File: src/rtl/oam_dma_arbiter.sv
// Shared cpu/DMA bus arbiter with a page-copy DMA sequencer.
// The cpu passes straight through when idle; a trigger write hands the bus to the DMA until the page is copied.
module oam_dma_arbiter #(
  parameter logic [15:0] DMA_TRIGGER_ADDR = 16'h4014,
  parameter logic [15:0] DMA_TARGET_ADDR  = 16'h2004,
  parameter int unsigned TRANSFER_LENGTH  = 256
) (
  input  logic        clock_i,
  input  logic        reset_i,
  input  logic        tick_i,
  input  logic [15:0] cpu_address_i,
  input  logic        cpu_address_valid_i,
  input  logic [7:0]  cpu_data_i,
  input  logic        cpu_data_valid_i,
  output logic [7:0]  cpu_data_o,
  output logic        cpu_data_valid_o,
  output logic        cpu_ready_o,
  output logic [15:0] bus_address_o,
  output logic        bus_address_valid_o,
  output logic [7:0]  bus_data_o,
  output logic        bus_data_valid_o,
  input  logic [7:0]  bus_data_i,
  input  logic        bus_data_valid_i,
  output logic        dma_busy_o
);

  localparam int unsigned INDEX_W    = 9;
  localparam logic [INDEX_W-1:0] LAST_INDEX = INDEX_W'(TRANSFER_LENGTH - 1);

  typedef enum logic [2:0] {
    S_IDLE,
    S_HALT,
    S_ALIGN,
    S_READ,
    S_WRITE
  } state_t;

  state_t               state;
  logic [7:0]           page;
  logic [INDEX_W-1:0]   index;
  logic [7:0]           latch;
  logic                 parity;

  logic                 trigger_c;
  logic [15:0]          read_addr_c;

  assign trigger_c   = cpu_address_valid_i & cpu_data_valid_i & (cpu_address_i == DMA_TRIGGER_ADDR);
  assign read_addr_c = {page, 8'h00} + {7'h00, index};

  // Sequencer state; everything except reset advances only on a cpu tick.
  always_ff @(posedge clock_i) begin
    if (reset_i) begin
      state  <= S_IDLE;
      page   <= 8'h00;
      index  <= '0;
      latch  <= 8'h00;
      parity <= 1'b0;
    end else if (tick_i) begin
      parity <= ~parity;
      case (state)
        S_IDLE: begin
          if (trigger_c) begin
            page  <= cpu_data_i;
            index <= '0;
            state <= S_HALT;
          end
        end
        S_HALT:  state <= parity ? S_ALIGN : S_READ;
        S_ALIGN: state <= S_READ;
        S_READ: begin
          if (bus_data_valid_i) begin
            latch <= bus_data_i;
            state <= S_WRITE;
          end
        end
        S_WRITE: begin
          if (index == LAST_INDEX) begin
            state <= S_IDLE;
          end else begin
            index <= index + INDEX_W'(1);
            state <= S_READ;
          end
        end
        default: state <= S_IDLE;
      endcase
    end
  end

  // Bus/cpu steering: passthrough when idle (or held in reset), DMA-owned otherwise.
  always_comb begin
    cpu_data_o          = 8'h00;
    cpu_data_valid_o    = 1'b0;
    cpu_ready_o         = 1'b0;
    bus_address_o       = 16'h0000;
    bus_address_valid_o = 1'b0;
    bus_data_o          = 8'h00;
    bus_data_valid_o    = 1'b0;
    dma_busy_o          = 1'b1;
    if (reset_i || state == S_IDLE) begin
      cpu_data_o          = bus_data_i;
      cpu_data_valid_o    = bus_data_valid_i;
      cpu_ready_o         = 1'b1;
      bus_address_o       = cpu_address_i;
      bus_address_valid_o = cpu_address_valid_i;
      bus_data_o          = cpu_data_i;
      bus_data_valid_o    = cpu_data_valid_i;
      dma_busy_o          = 1'b0;
    end else if (state == S_READ) begin
      bus_address_o       = read_addr_c;
      bus_address_valid_o = 1'b1;
    end else if (state == S_WRITE) begin
      bus_address_o       = DMA_TARGET_ADDR;
      bus_address_valid_o = 1'b1;
      bus_data_o          = latch;
      bus_data_valid_o    = 1'b1;
    end
  end

endmodule
File: config.mk
export PLATFORM = sky130hd
export DESIGN_NAME = oam_dma_arbiter
export DESIGN_NICKNAME = d
export VERILOG_FILES = /design/src/rtl/oam_dma_arbiter.sv
export SDC_FILE = /design/constraint.sdc
export NUM_CORES = 1
export LEC_CHECK = 0
export BUFFER_PORTS_ARGS = -buffer_cell sky130_fd_sc_hd__buf_2
export CAP_MARGIN = 20
export CELL_PAD_IN_SITES_DETAIL_PLACEMENT = 1
export CELL_PAD_IN_SITES_GLOBAL_PLACEMENT = 1
export CORE_UTILIZATION = 30
export DETAILED_ROUTE_END_ITERATION = 16
export MAX_ROUTING_LAYER = met4
export PLACE_DENSITY = 0.79
export SLEW_MARGIN = 10
export SYNTH_ARGS = -nofsm -noshare
export SYNTH_HDL_FRONTEND = slang
export SYNTH_SLANG_ARGS = --single-unit
File: constraint.sdc
create_clock -name clock_i -period 2.3 [get_ports clock_i]
set_input_delay 0.23 -clock clock_i [delete_from_list [all_inputs] [get_ports clock_i]]
set_output_delay 0.23 -clock clock_i [all_outputs]
set_load 0.01 [all_outputs]
==> run summary, run 1 <==
GRT Resource Usage Total: 20.5%
DRT Wirelength: 6050 µm
Initial DRC Count: 64
CP max-delay cell: dfxtp_4
crit-path max FO: 5
top_reg_cell synth: dfxtp_1
minimum clock period: 2.21 ns
R2R Setup Slk: 0.09 ns
Worst Tran Pin Value: 0.615 ns
initial antenna violation count: 0
drt first pass iters: 5
CP bufs+invs: 1
largest net degree at the start of global routing: 23
fraction of layout cells with a size suffix above 1: 35.6%
clock skew: 0.00634 ns
Worst slew margin: 58.8%
Yosys top cell area share: 30.9%
Layout Utilization: 41.5%
area grow syn2layout: 32.3%
Worst Setup SP: index[0]
PwrDens: 495 nW/µm²
hold crit path type: in2reg
port bufs: 74
DRC viols: 0
Unique masters post-synth: 39
Worst Path Arrival: 2.39 ns
first-pass GRT wire length: 9850 µm
Fin. Hold Viols: 0
Critical Path Sink: index[2]
Worst-path clk slew: 0.07 ns
average size of a mapped cell: 7.97 µm²
Initial Utilization: 31.4%
Worst VDD drop: 0.314 mV
fin crit share: 96.2%
CP Capture Type: register
async set-reset flop share out of synthesis: 0%
Post-CTS Setup Bufs: 0
Hold-fix buffers, CTS: 0
WS Path Type: reg2reg
area leader, netlist: dfxtp_1
CTS tree: yes
final net count: 356
count of yosys warnings during synthesis: 0
sequential share of the synthesized area: 30.9%
vias in the first global route: 2047
most common library cells after synthesis: 33 x nand2_1, 32 x nor2_1, 29 x dfxtp_1
count leader, synth: nand2_1
reg2reg start: index[0]
Lkg Pwr: 0.00111 µW
total clock sinks: 29
remaining global-route overflow: 0
crit path cell chain: ha_2 -> and3_4 -> and3_4 -> and3_1 -> ha_2 -> nand2_1 -> and2_1 -> a31oi_2 -> buf_4 -> o21ai_0 -> o21ai_1
Cell Rows: 28
endpoints failing setup: 0
Final WS setup: 0.0870 ns
Setup crit start kind: register
Min Hold Slack: 0.185 ns
Syn Inst Count: 236
hold depth: 3
antenna cells: 0
Root Buffer: clkbuf_8
CTS H-Tree Depth: 2
total CTS buffers: 5
Worst Path Required: 2.48 ns
cells on worst reg2reg path: 11
critical path depth in cells: 11
Synth area leaders: dfxtp_1 31%, mux2i_1 9.0%, nand2_1 6.6%
Die H: 81.2 µm
pre-CTS setup slack: 0.0115 ns
Avg WL per Cell: 15.5 µm
#FFs+latches synth: 29
status: finished clean
Fmax: 0.452 GHz
Cell Area, Synth: 1880 µm²
max incr delay on CP: 0.36 ns
ANT nets after route: 0
Via Count: 2043
Max Slew Vio Count: 0
Clk Latency, worst-skew pair: 0.29 ns
Core Area: 5990 µm²
HPWL after DPL: 4580 µm
max-cap violation count: 0
Reg-to-Reg End: index[2]
# IOs: 75
Final Wtd Congestion: 0.814
Synth Net Count: 278
Post-synth EDFFs: 0
delay-heaviest family, CP: simple AND/OR/NAND/NOR gates
Longest Clk Path Bufs: 2
drt via density: 5.24
Chip Width: 81.2 µm
die area: 6590 µm²
[worst min-delay path by stage]
stage          slack (ns)        to     startpoint
2_1_floorplan        0.37    parity         tick_i
3_3_place_gp         0.47  latch[7]       latch[7]
3_5_place_dp         0.49  latch[1]  bus_data_i[1]
4_1_cts              0.18  latch[1]  bus_data_i[1]
5_1_grt              0.19  latch[3]  bus_data_i[3]
6_report             0.19  latch[3]  bus_data_i[3]
[layout by cell type, fill, tap and decap left out, drive strengths merged, types with 2 or more instances in the layout]
master / count
buf: 84
nand2: 33
nor2: 32
dfxtp: 29
nand3: 18
mux2i: 17
o21ai: 15
a22o: 12
and2: 11
and3: 8
xnor2: 7
clkbuf: 6
a21oi: 5
nand4: 5
ha: 4
inv: 3
nor3: 3
or2: 2
clkinvlp: 2
nor4: 2
o22a: 2
or4: 2
a31oi: 2
[state kept, by name, summed over array words and instances, names as in the netlist]
name	count
state	3
index	9
parity	1
page	8
latch	8
[logic make-up (layout without fill, tap and decap cells)]
logic type               Yosys count  in the layout  share of synthesized area, %
AND/OR/NAND/NOR                  119            119                          32.9
AO/OA/AOI/OAI                     42             42                          15.6
flip-flops                        29             29                          30.9
multiplexers                      17             17                          9.05
buffers and inverters             17             96                          5.19
XOR/XNOR                           8              8                          3.73
adder cells (fa/ha/maj)            4              4                          2.66
[worst min-delay path, cell delays in order]
cell and delay, ns:
buf_2 0.08, mux2i_1 0.06, nor2_1 0.07
[final cells by class]
cell class              instances  area, µm²
clock buffers                   6       82.6
clock inverters                 2       37.5
fillers                       749       3500
inverters                       4       18.8
multi-input cells             190       1230
flip-flops and latches         29        587
well taps                      75       93.8
repair buffers                 84        443
[stage by stage]
stage               instances  area, µm²  setup TNS [ns]  power [µW]
floorplan                 236       1880               0         589
finish                    390       2490               0        1230
detailed placement        381       2330               0         676
global placement          381       2330               0         673
global route              390       2490          -0.145        1280
CTS                       389       2450               0        1240
[routing by layer]
| layer | track usage (%) | vias up | wire length, µm |
|---|---|---|---|
| li1 | - | 986 | - |
| met1 | 23.3 | 1012 | 2640 |
| met2 | 35.0 | 36 | 3090 |
| met3 | 3.60 | 9 | 200 |
| met4 | 8.75 | 0 | 114 |
| met5 | - | - | 0 |
[power breakdown]
part | internal [µW] | switching (µW) | leakage (µW)
sequential | 503 | 1.69 | 0.000236
combinational | 74.3 | 86.1 | 0.000813
clock | 352 | 215 | 0.0000574
[repair_timing]
action,4_1_cts,5_1_grt
gates resized for setup,2,12
setup endpoints to repair,2,22
pin swaps,0,2
endpoints found under the hold margin,0,0
gates cloned,0,1
No activity file was read; power rests on OpenSTA's default activity.
==> inputs of run 2 (changes only) <==
- PLACE_DENSITY: 0.79 -> 0.76
==> run 2 against run 1 <==
  * Clock power decreased by 12%
  * Sequential share of layout area decreased by 0.086 points
  * Sequential cell count unchanged
  * Utilization rose by 0.063 points
  * Largest power group is now registers
  * Global-route usage shrank 1.1 points
  * Power decreased by 5.3%
  * Via count shrank 1.8%
  * First-iteration DRC count up 39%
  * Maximum frequency rose by 2.1%
  * Clock skew up 0.0012 ns
==> run summary, run 2 (synthesis gave the netlist of run 1 again) <==
DRT Wirelength: 5980 µm (-1.1%)
Fin Setup TNS: 0 ns (unchanged)
reg2reg start: index[0]
WS Path Type: reg2reg
Power Total: 1170 µW (-5.3%)
HPWL after DPL: 4640 µm (+1.4%)
Setup crit start kind: register
GRT Resource Usage Total: 19.4% (-1.1 points)
Lkg Pwr: 0.00111 µW (+0.64%)
first-pass GRT wire length: 9440 µm (-4.1%)
Cell Rows: 28 (unchanged)
# IOs: 75 (unchanged)
cells on worst reg2reg path: 11 (unchanged)
Placed Instance Area: 2340 µm² (+0.32%)
# fillers: 786 (+4.9%)
minimum clock period: 2.17 ns (-0.0460 ns)
CTS H-Tree Depth: 2 (unchanged)
CP max-delay cell: dfxtp_4
area grow syn2layout: 32.5%
endpoints failing setup: 0 (unchanged)
Reg-to-Reg End: index[2]
Fmax: 0.461 GHz (+2.1%)
clock skew: 0.00758 ns (+0.00123 ns)
vias in the first global route: 1944 (-5.0%)
Worst-path clk slew: 0.07 ns (about the same)
Die H: 81.2 µm (unchanged)
PwrDens: 468 nW/µm² (-5.5%)
crit-path max FO: 5 (unchanged)
Hold Startpoint: bus_data_i[1]
fin crit share: 94.2% (-2.0 points)
antenna cells: 0 (unchanged)
Worst Tran Pin Value: 0.598 ns (-0.0161 ns)
Worst VDD drop: 0.309 mV (-1.5%)
fraction of layout cells with a size suffix above 1: 35.6% (unchanged)
CP Capture Type: register
Final WS setup: 0.133 ns (+0.0460 ns)
most frequent cells in the layout: 75 x buf_2, 33 x nand2_1, 32 x nor2_1
DRC viols: 0 (unchanged)
Final Wtd Congestion: 0.881 (+8.1%)
remaining global-route overflow: 0 (unchanged)
ANT nets after route: 0 (unchanged)
Root Buffer: clkbuf_8
die area: 6590 µm² (unchanged)
R2R Setup Slk: 0.13 ns (+0.05 ns)
Top reg by flops: index
final net count: 357 (+0.28%)
commonest non-fill, non-tap cell in the layout: buf_2
Avg WL per Cell: 15.3 µm (-1.1%)
hold path endpoint: latch[1]
status: finished clean
Worst Path Arrival: 2.33 ns (-0.06 ns)
Post-CTS Setup Bufs: 0 (unchanged)
total clock sinks: 29 (unchanged)
hold crit path type: in2reg
initial antenna violation count: 0 (unchanged)
max FFs per register: 9 (unchanged)
Initial DRC Count: 89 (+39%)
Chip Width: 81.2 µm (unchanged)
CTS tree: yes
Fin. Hold Viols: 0 (unchanged)
Largest regs: index (9), latch (8), page (8)
pre-CTS setup slack: 0.00244 ns (-0.00902 ns)
Core Area: 5990 µm² (unchanged)
port bufs: 74 (unchanged)
drt first pass iters: 4 (-1)
RSZ-0062 raised after global routing: no
Initial Utilization: 31.4% (unchanged)
final instance area: 2490 µm² (+0.15%)
Max Slew Vio Count: 0 (unchanged)
Hold-fix buffers, CTS: 0 (unchanged)
drt via density: 5.14 (-1.8%)
Longest Clk Path Bufs: 2 (unchanged)
total CTS buffers: 5 (unchanged)
crit path cell chain: ha_2 -> and3_4 -> and3_4 -> and3_1 -> ha_2 -> nand2_1 -> and2_4 -> a31oi_4 -> buf_4 -> o21ai_0 -> o21ai_1
max-cap violation count: 0 (unchanged)
max incr delay on CP: 0.36 ns (about the same)
Clk Latency, worst-skew pair: 0.28 ns (about the same)
hold depth: 3 (unchanged)
Via Count: 2006 (-1.8%)
Worst slew margin: 59.9% (+1.1 points)
Worst Path Required: 2.46 ns (-0.02 ns)
largest net degree at the start of global routing: 23 (unchanged)
[run 2: power breakdown]
group	switching (µW)	leakage (µW)	internal, µW	total, µW
clock	187	0.0000540	314	501
combinational	85.8	0.000824	74.9	161
sequential	1.59	0.000235	503	505
total	274	0.00111	892	1170
[run 2: worst max-delay path by stage]
stage                  start        to  slack (ns)  depth (start not counted)
global placement    index[0]  index[6]        0.12                         11
detailed placement  index[0]  index[3]       0.002                         11
CTS                 index[0]  index[2]       0.005                         11
floorplan           index[0]  index[3]        0.14                         10
global route        index[0]  index[5]        0.04                         11
finish              index[0]  index[2]        0.13                         11
[run 2: critical path: cells and delay by family (launching register included)]
| kind | cells | cell delay, ns |
|---|---|---|
| adders and majority gates | 2 | 0.38 |
| DFF | 1 | 0.36 |
| buffers and inverters | 1 | 0.18 |
| and+or+nand+nor | 5 | 0.80 |
| AOI/OAI and AO/OA | 3 | 0.33 |
[run 2: timing repair]
item / CTS / global route
gates resized for setup: 1 / 14
pin swaps: 0 / 1
setup endpoints to repair: 1 / 18
gates cloned: 0 / 1
[run 2: per-layer routing]
layer  routed length, µm  track usage (%)  share of wire (%)  up-vias
met2                2990             32.1                 50       45
met3                 296             4.16                5.0       10
met5                   0                -                  0        -
li1                    -                -                  -      988
met1                2580             23.3                 43      963
met4                 108             6.07                1.8        0
[run 2: cell type report]
type                    instances  area [µm²]  area share (%)
inverters                       4        18.8           0.753
clock inverters                 2        35.0            1.41
clock buffers                   5        68.8            2.76
well taps                      75        93.8            3.77
repair buffers                 85         450            18.1
multi-input cells             190        1240            49.7
flip-flops and latches         29         586            23.5
[run 2: through the flow]
step,cells,utilization [%],hold WS (ns)
global route,390,41.6,0.206
floorplan,236,-,0.367
detailed placement,382,39.0,0.478
CTS,389,40.7,0.197
global placement,382,39.0,0.473
finish,390,41.6,0.196
